[src/rtl/pulse_event_scheduler_if.sv]
// Event/handshake bundle between the scheduler and its neighbours.
// The scheduler owns the slave side; the producer and synchronizer model own the master side.
interface pulse_event_scheduler_if;
   logic [2:0] ev_in;
   logic       sync_busy;
   logic [2:0] sig_out;
   logic [2:0] pending;
   logic [2:0] overflow;
   logic       timeout;

   modport master (
      output ev_in,
      output sync_busy,
      input  sig_out,
      input  pending,
      input  overflow,
      input  timeout
   );

   modport slave (
      input  ev_in,
      input  sync_busy,
      output sig_out,
      output pending,
      output overflow,
      output timeout
   );
endinterface

[src/rtl/pulse_event_scheduler.sv]
// Source-side event scheduler for the 3-bit pulse synchronizer.
// Counts pending events per channel and issues only while the crossing is idle.
module pulse_event_scheduler #(
   parameter int CNT_W  = 2,
   parameter int ACK_TO = 4,
   parameter int GAP    = 2
) (
   input logic clk,
   input logic rst,
   pulse_event_scheduler_if.slave bus
);

   localparam int AW = $clog2(ACK_TO + 1);
   localparam int GW = (GAP < 1) ? 1 : $clog2(GAP + 1);
   localparam logic [CNT_W-1:0] MAX = '1;

   typedef enum logic [1:0] {
      IDLE,
      WAIT_ACK,
      WAIT_IDLE,
      GUARD
   } state_t;

   state_t            state;
   logic [AW-1:0]     ack_cnt;
   logic [GW-1:0]     gap_cnt;
   logic [CNT_W-1:0]  cnt [3];
   logic [CNT_W-1:0]  cnt_nxt [3];
   logic [2:0]        nz;
   logic [2:0]        iss;
   logic [2:0]        drop;
   logic              issue;
   logic [2:0]        issue_mask;
   logic [2:0]        pend;
   logic [2:0]        ovf;
   logic              tmo;

   // Issue decision: only from IDLE, with the crossing idle and work queued.
   always_comb begin
      for (int i = 0; i < 3; i++) begin
         nz[i] = (cnt[i] != '0);
      end
      issue = (state == IDLE) && (|nz) && !bus.sync_busy;
      iss   = issue ? nz : 3'b000;
   end

   // Per-channel counter update; an event at MAX is dropped unless it is
   // offset by an issue in the same cycle.
   always_comb begin
      for (int i = 0; i < 3; i++) begin
         cnt_nxt[i] = cnt[i];
         drop[i]    = 1'b0;
         if (bus.ev_in[i] && !iss[i]) begin
            if (cnt[i] == MAX) begin
               drop[i] = 1'b1;
            end else begin
               cnt_nxt[i] = cnt[i] + CNT_W'(1);
            end
         end else if (!bus.ev_in[i] && iss[i]) begin
            cnt_nxt[i] = cnt[i] - CNT_W'(1);
         end
      end
   end

   // Counters, handshake FSM and all registered outputs.
   always_ff @(posedge clk) begin
      if (rst) begin
         state      <= IDLE;
         ack_cnt    <= '0;
         gap_cnt    <= '0;
         issue_mask <= 3'b000;
         pend       <= 3'b000;
         ovf        <= 3'b000;
         tmo        <= 1'b0;
         for (int i = 0; i < 3; i++) begin
            cnt[i] <= '0;
         end
      end else begin
         for (int i = 0; i < 3; i++) begin
            cnt[i]  <= cnt_nxt[i];
            pend[i] <= (cnt_nxt[i] != '0);
         end
         ovf        <= drop;
         issue_mask <= iss;
         tmo        <= 1'b0;
         unique case (state)
            IDLE: begin
               if (issue) begin
                  state   <= WAIT_ACK;
                  ack_cnt <= '0;
               end
            end
            WAIT_ACK: begin
               if (bus.sync_busy) begin
                  state <= WAIT_IDLE;
               end else if (ack_cnt == AW'(ACK_TO)) begin
                  tmo <= 1'b1;
                  if (GAP == 0) begin
                     state <= IDLE;
                  end else begin
                     state   <= GUARD;
                     gap_cnt <= GW'(GAP);
                  end
               end else begin
                  ack_cnt <= ack_cnt + AW'(1);
               end
            end
            WAIT_IDLE: begin
               if (!bus.sync_busy) begin
                  if (GAP == 0) begin
                     state <= IDLE;
                  end else begin
                     state   <= GUARD;
                     gap_cnt <= GW'(GAP);
                  end
               end
            end
            GUARD: begin
               if (gap_cnt <= GW'(1)) begin
                  state <= IDLE;
               end else begin
                  gap_cnt <= gap_cnt - GW'(1);
               end
            end
            default: state <= IDLE;
         endcase
      end
   end

   assign bus.sig_out  = issue_mask;
   assign bus.pending  = pend;
   assign bus.overflow = ovf;
   assign bus.timeout  = tmo;

endmodule

[src/flat_wrapper.sv]
// flat-port wrapper written by rule: the top's interface ports become plain ports
module pulse_event_scheduler_flat 
#(
   parameter int CNT_W  = 2,
   parameter int ACK_TO = 4,
   parameter int GAP    = 2
)
  (clk, rst, bus_ev_in, bus_sync_busy, bus_sig_out, bus_pending, bus_overflow, bus_timeout);
  pulse_event_scheduler_if bus_i ();
  input logic clk;
  input logic rst;
  input wire logic [$bits(bus_i.ev_in)-1:0] bus_ev_in;
  input wire logic [$bits(bus_i.sync_busy)-1:0] bus_sync_busy;
  output wire logic [$bits(bus_i.sig_out)-1:0] bus_sig_out;
  output wire logic [$bits(bus_i.pending)-1:0] bus_pending;
  output wire logic [$bits(bus_i.overflow)-1:0] bus_overflow;
  output wire logic [$bits(bus_i.timeout)-1:0] bus_timeout;
  assign bus_i.ev_in = bus_ev_in;
  assign bus_i.sync_busy = bus_sync_busy;
  assign bus_sig_out = bus_i.sig_out;
  assign bus_pending = bus_i.pending;
  assign bus_overflow = bus_i.overflow;
  assign bus_timeout = bus_i.timeout;
  pulse_event_scheduler #(.CNT_W(CNT_W), .ACK_TO(ACK_TO), .GAP(GAP)) u_core (.clk(clk), .rst(rst), .bus(bus_i));
endmodule
[config.mk]
export PLATFORM = sky130hd
export DESIGN_NAME = pulse_event_scheduler_flat
export DESIGN_NICKNAME = d
export VERILOG_FILES = /design/src/rtl/pulse_event_scheduler_if.sv /design/src/rtl/pulse_event_scheduler.sv /design/src/flat_wrapper.sv
export SDC_FILE = /design/constraint.sdc
export NUM_CORES = 1
export LEC_CHECK = 0
export CAP_MARGIN = 20
export CORE_ASPECT_RATIO = 1.1
export CORE_UTILIZATION = 47
export DETAILED_ROUTE_END_ITERATION = 10
export GPL_ROUTABILITY_DRIVEN = 0
export MAX_ROUTING_LAYER = met4
export PLACE_DENSITY = 0.69
export SYNTH_ARGS = -nofsm -noshare
export SYNTH_HDL_FRONTEND = slang
export SYNTH_SLANG_ARGS = --single-unit
export TNS_END_PERCENT = 10
[constraint.sdc]
create_clock -name clk -period 4.2 [get_ports clk]
set_clock_uncertainty 0.15 [all_clocks]
set_input_delay 0.42 -clock clk [delete_from_list [all_inputs] [get_ports clk]]
set_output_delay 0.42 -clock clk [all_outputs]
set_load 0.02 [all_outputs]
==> results.md <==
- Buffer depth of the longest clock path: 2
- Sw power: 0.291 mW
- Critical path cell sequence: inv_1 -> ha_1 -> or3b_1 -> xnor2_1 -> o31ai_1 -> or2_1
- Clk Latency, worst-skew pair: 310 ps
- Final Hold Viols: 0
- Critical Path AT: between 2000 and 2500 ps
- CP max stage cell: or3b_1
- Final hold slack: between 300 and 400 ps
- Crit Path Category: reg -> reg
- Routed Antenna Nets: 0
- Die footprint: roughly 3000 µm²
- Top fanout value on the critical path: 8
- Register area share after synthesis: a little over a third
- First-pass GRT wire length: ~4200 µm
- PortBufs: 15
- Cells after DPL: around 190
- Clk network pwr share: a little over an eighth
- CORE AREA: around 2600 µm²
- Synthesized netlist cell count: 146
- Most frequent cells in the layout: 23 x dfxtp_1, 18 x ha_1, 15 x inv_1, 15 x clkdlybuf4s50_1, 11 x a21oi_1
- Post-layout net count: around 190
- Site Rows: 19
- Status: complete, no violations
- Yosys Warn Count: 0
- Layout area overhead: 14.6%
- Power Density: between 500 and 600 nW/µm²
- Slew of the pin with the lowest slew margin: about 730 ps
- Via-per-instance ratio: 5.45
- Peak supply drop: 384 µV
- Hold path depth: 2
- Largest net degree at the start of global routing: 20
- Max-Cap Viols: 0
- Die W: 52.4 µm
- Most common library cell in the layout ignoring fill and taps: dfxtp_1
- Clock buffer count from CTS: 3
- Gates resized, CTS repair: 0
- Crit path largest cell delay: a little under 500 ps
- WP data required: 4250 ps
- Layout cell share with drive strength beyond 1: between 3 and 4%
- Gr busiest metal: met2
- Number of global-route vias before repair: 1021
- CTS tree: yes
- Number of flops mapped to enable cells by yosys: 0
- Wirelength per Cell: approximately 12 µm
- Antenna diodes: 0
- Fin. max-slew vios: 0
- Initial antenna violation count: 0
- DRT iter0 DRCs: 24
- Remaining Overflow, GRT: 0
- Synth cell types: 41
- Crit-path leading delay family: simple AND/OR/NAND/NOR gates
- Starting density of the core: about half
- Rel. slew slack: roughly 50%
- Final TNS setup: 0 ps
- Max frequency: 471 MHz
- Post-Syn Area: 1310 µm²
- Dpl hpwl: 1770 µm
- Top FF cell, synth: dfxtp_1
- Stages on the worst setup path: 6
- # setup viols final: 0
- Switching Fraction: a little under two fifths
- Post-route insts no fill: between 150 and 200
- Met2 Use GR: a little under a third
- Total setup buffers inserted after CTS: 0
- Post-Syn Nets: 170
- Overall routing resource usage: 19.1%
- Fill cells: roughly 230
- Ports: 16
- Number of vias in the routed layout: 1040
- RSZ-0062 raised after global routing: false
- DRT Pass-1 Iters: 4
- Syn Area/Cell: approximately 9.0 µm²
- Clk slew on worst S/H paths: 120 ps
- M1 GR Usage: 22.3%
- Total wire length: 2370 µm
- Hold buffer count at cts: 0
- Final period demand of the worst path: 2120 ps
- CP Capture Type: flop
- Async S/R FF share, synth: 0%
- Worst path bufs/invs: 1
- Synthesis-stage register bit count: 23
- Leakage: roughly 0.63 nW
- M3 GR Usage: 2.40%
- HP Class: reg -> reg
- R2R cell count: 6
- CTS Sinks: 23
- Logic pwr share: between 40 and 50%
- Tcrit/Tclk final: 50.6%
- Startpoint Class: flop
- Root Buffer: clkbuf_4
- Height of the die: between 50 and 60 µm
- DRC viols: 0
- H-tree depth reported by CTS: 1
- Int Power: roughly 0.47 mW
- Flop pwr share: 39.4%
==> kinds of logic (layout without fill, tap and decap cells) <==
family	Yosys count	count (layout)	synth area share [%]
XOR/XNOR	2	2	1.34
buffers and inverters	20	34	6.11
AO/OA/AOI/OAI	30	30	14.1
adder cells (fa/ha/maj)	18	18	17.2
AND/OR/NAND/NOR	49	49	23.0
flip-flops	23	23	35.1
multiplexers	4	4	3.15
==> synth_stat cells, types with 2 or more instances <==
cell	number	area, µm²
dfxtp_1	23	460
ha_1	18	225
inv_1	15	56.3
a21oi_1	11	55.1
nand2_1	7	26.3
o21ai_0	7	35.0
nor2_1	6	22.5
nand2b_1	5	31.3
buf_2	4	20.0
nor2b_1	4	25.0
nor3_1	4	20.0
mux2i_1	3	30.0
nand3b_1	3	22.5
or3b_1	3	26.3
a21o_1	2	15.0
a31oi_1	2	12.5
and4_1	2	17.5
nor3b_1	2	15.0
or2_1	2	12.5
xnor2_1	2	17.5
==> state kept, by name, summed over array words and instances, names as in the netlist <==
name,cells
u_core.bus.pending,3
u_core.ack_cnt,3
u_core.cnt,6
u_core.bus.timeout,1
u_core.bus.sig_out,3
u_core.state,2
u_core.gap_cnt,2
u_core.bus.overflow,3
==> final timing paths <==
| kind | start | slack (ps) | endpoint |
|---|---|---|---|
| min reg2reg | u_core.gap_cnt[1] | 350 | u_core.gap_cnt[1] |
| min | u_core.gap_cnt[1] | 350 | u_core.gap_cnt[1] |
| max reg2reg | u_core.state[0] | 2080 | u_core.bus.pending[2] |
| max | u_core.state[0] | 2080 | u_core.bus.pending[2] |
==> metrics by stage <==
step                      util, %  cell area [µm²]  power, mW  setup WS, ps
after floorplan                 -             1310      0.567          2340
after global placement       57.5             1480      0.650          1830
after detailed placement     57.5             1480      0.659          1780
after CTS                    58.5             1500      0.763          2100
after global routing         58.5             1500      0.833          1950
final                        58.5             1500      0.758          2080
==> power groups by stage <==
stage | combinational (mW) | sequential [mW] | clock [mW]
after detailed placement | 0.356 | 0.303 | 0
after floorplan | 0.250 | 0.317 | 0
after global routing | 0.416 | 0.304 | 0.113
after CTS | 0.358 | 0.299 | 0.106
after global placement | 0.347 | 0.302 | 0
final | 0.360 | 0.299 | 0.0994
==> cell type report <==
type	count	area [µm²]	area share (%)
clock buffers	4	26.3	1.75
inverters	15	56.3	3.75
multi-input cells	103	771	51.3
flip-flops and latches	23	460	30.6
well taps	31	38.8	2.58
repair buffers	15	150	9.99
==> layer usage <==
metal | up-vias | share of wire, %
met4 | 0 | 2.2
met1 | 490 | 48
met3 | 4 | 1.7
met5 | - | 0
met2 | 14 | 48
li1 | 532 | -
==> tightest hold or removal path, cell delays in order (launching register included) <==
cell	delay, ps
dfxtp_1	340
nand2b_1	70
a21oi_1	50
Power figures use the tool's default switching activity.
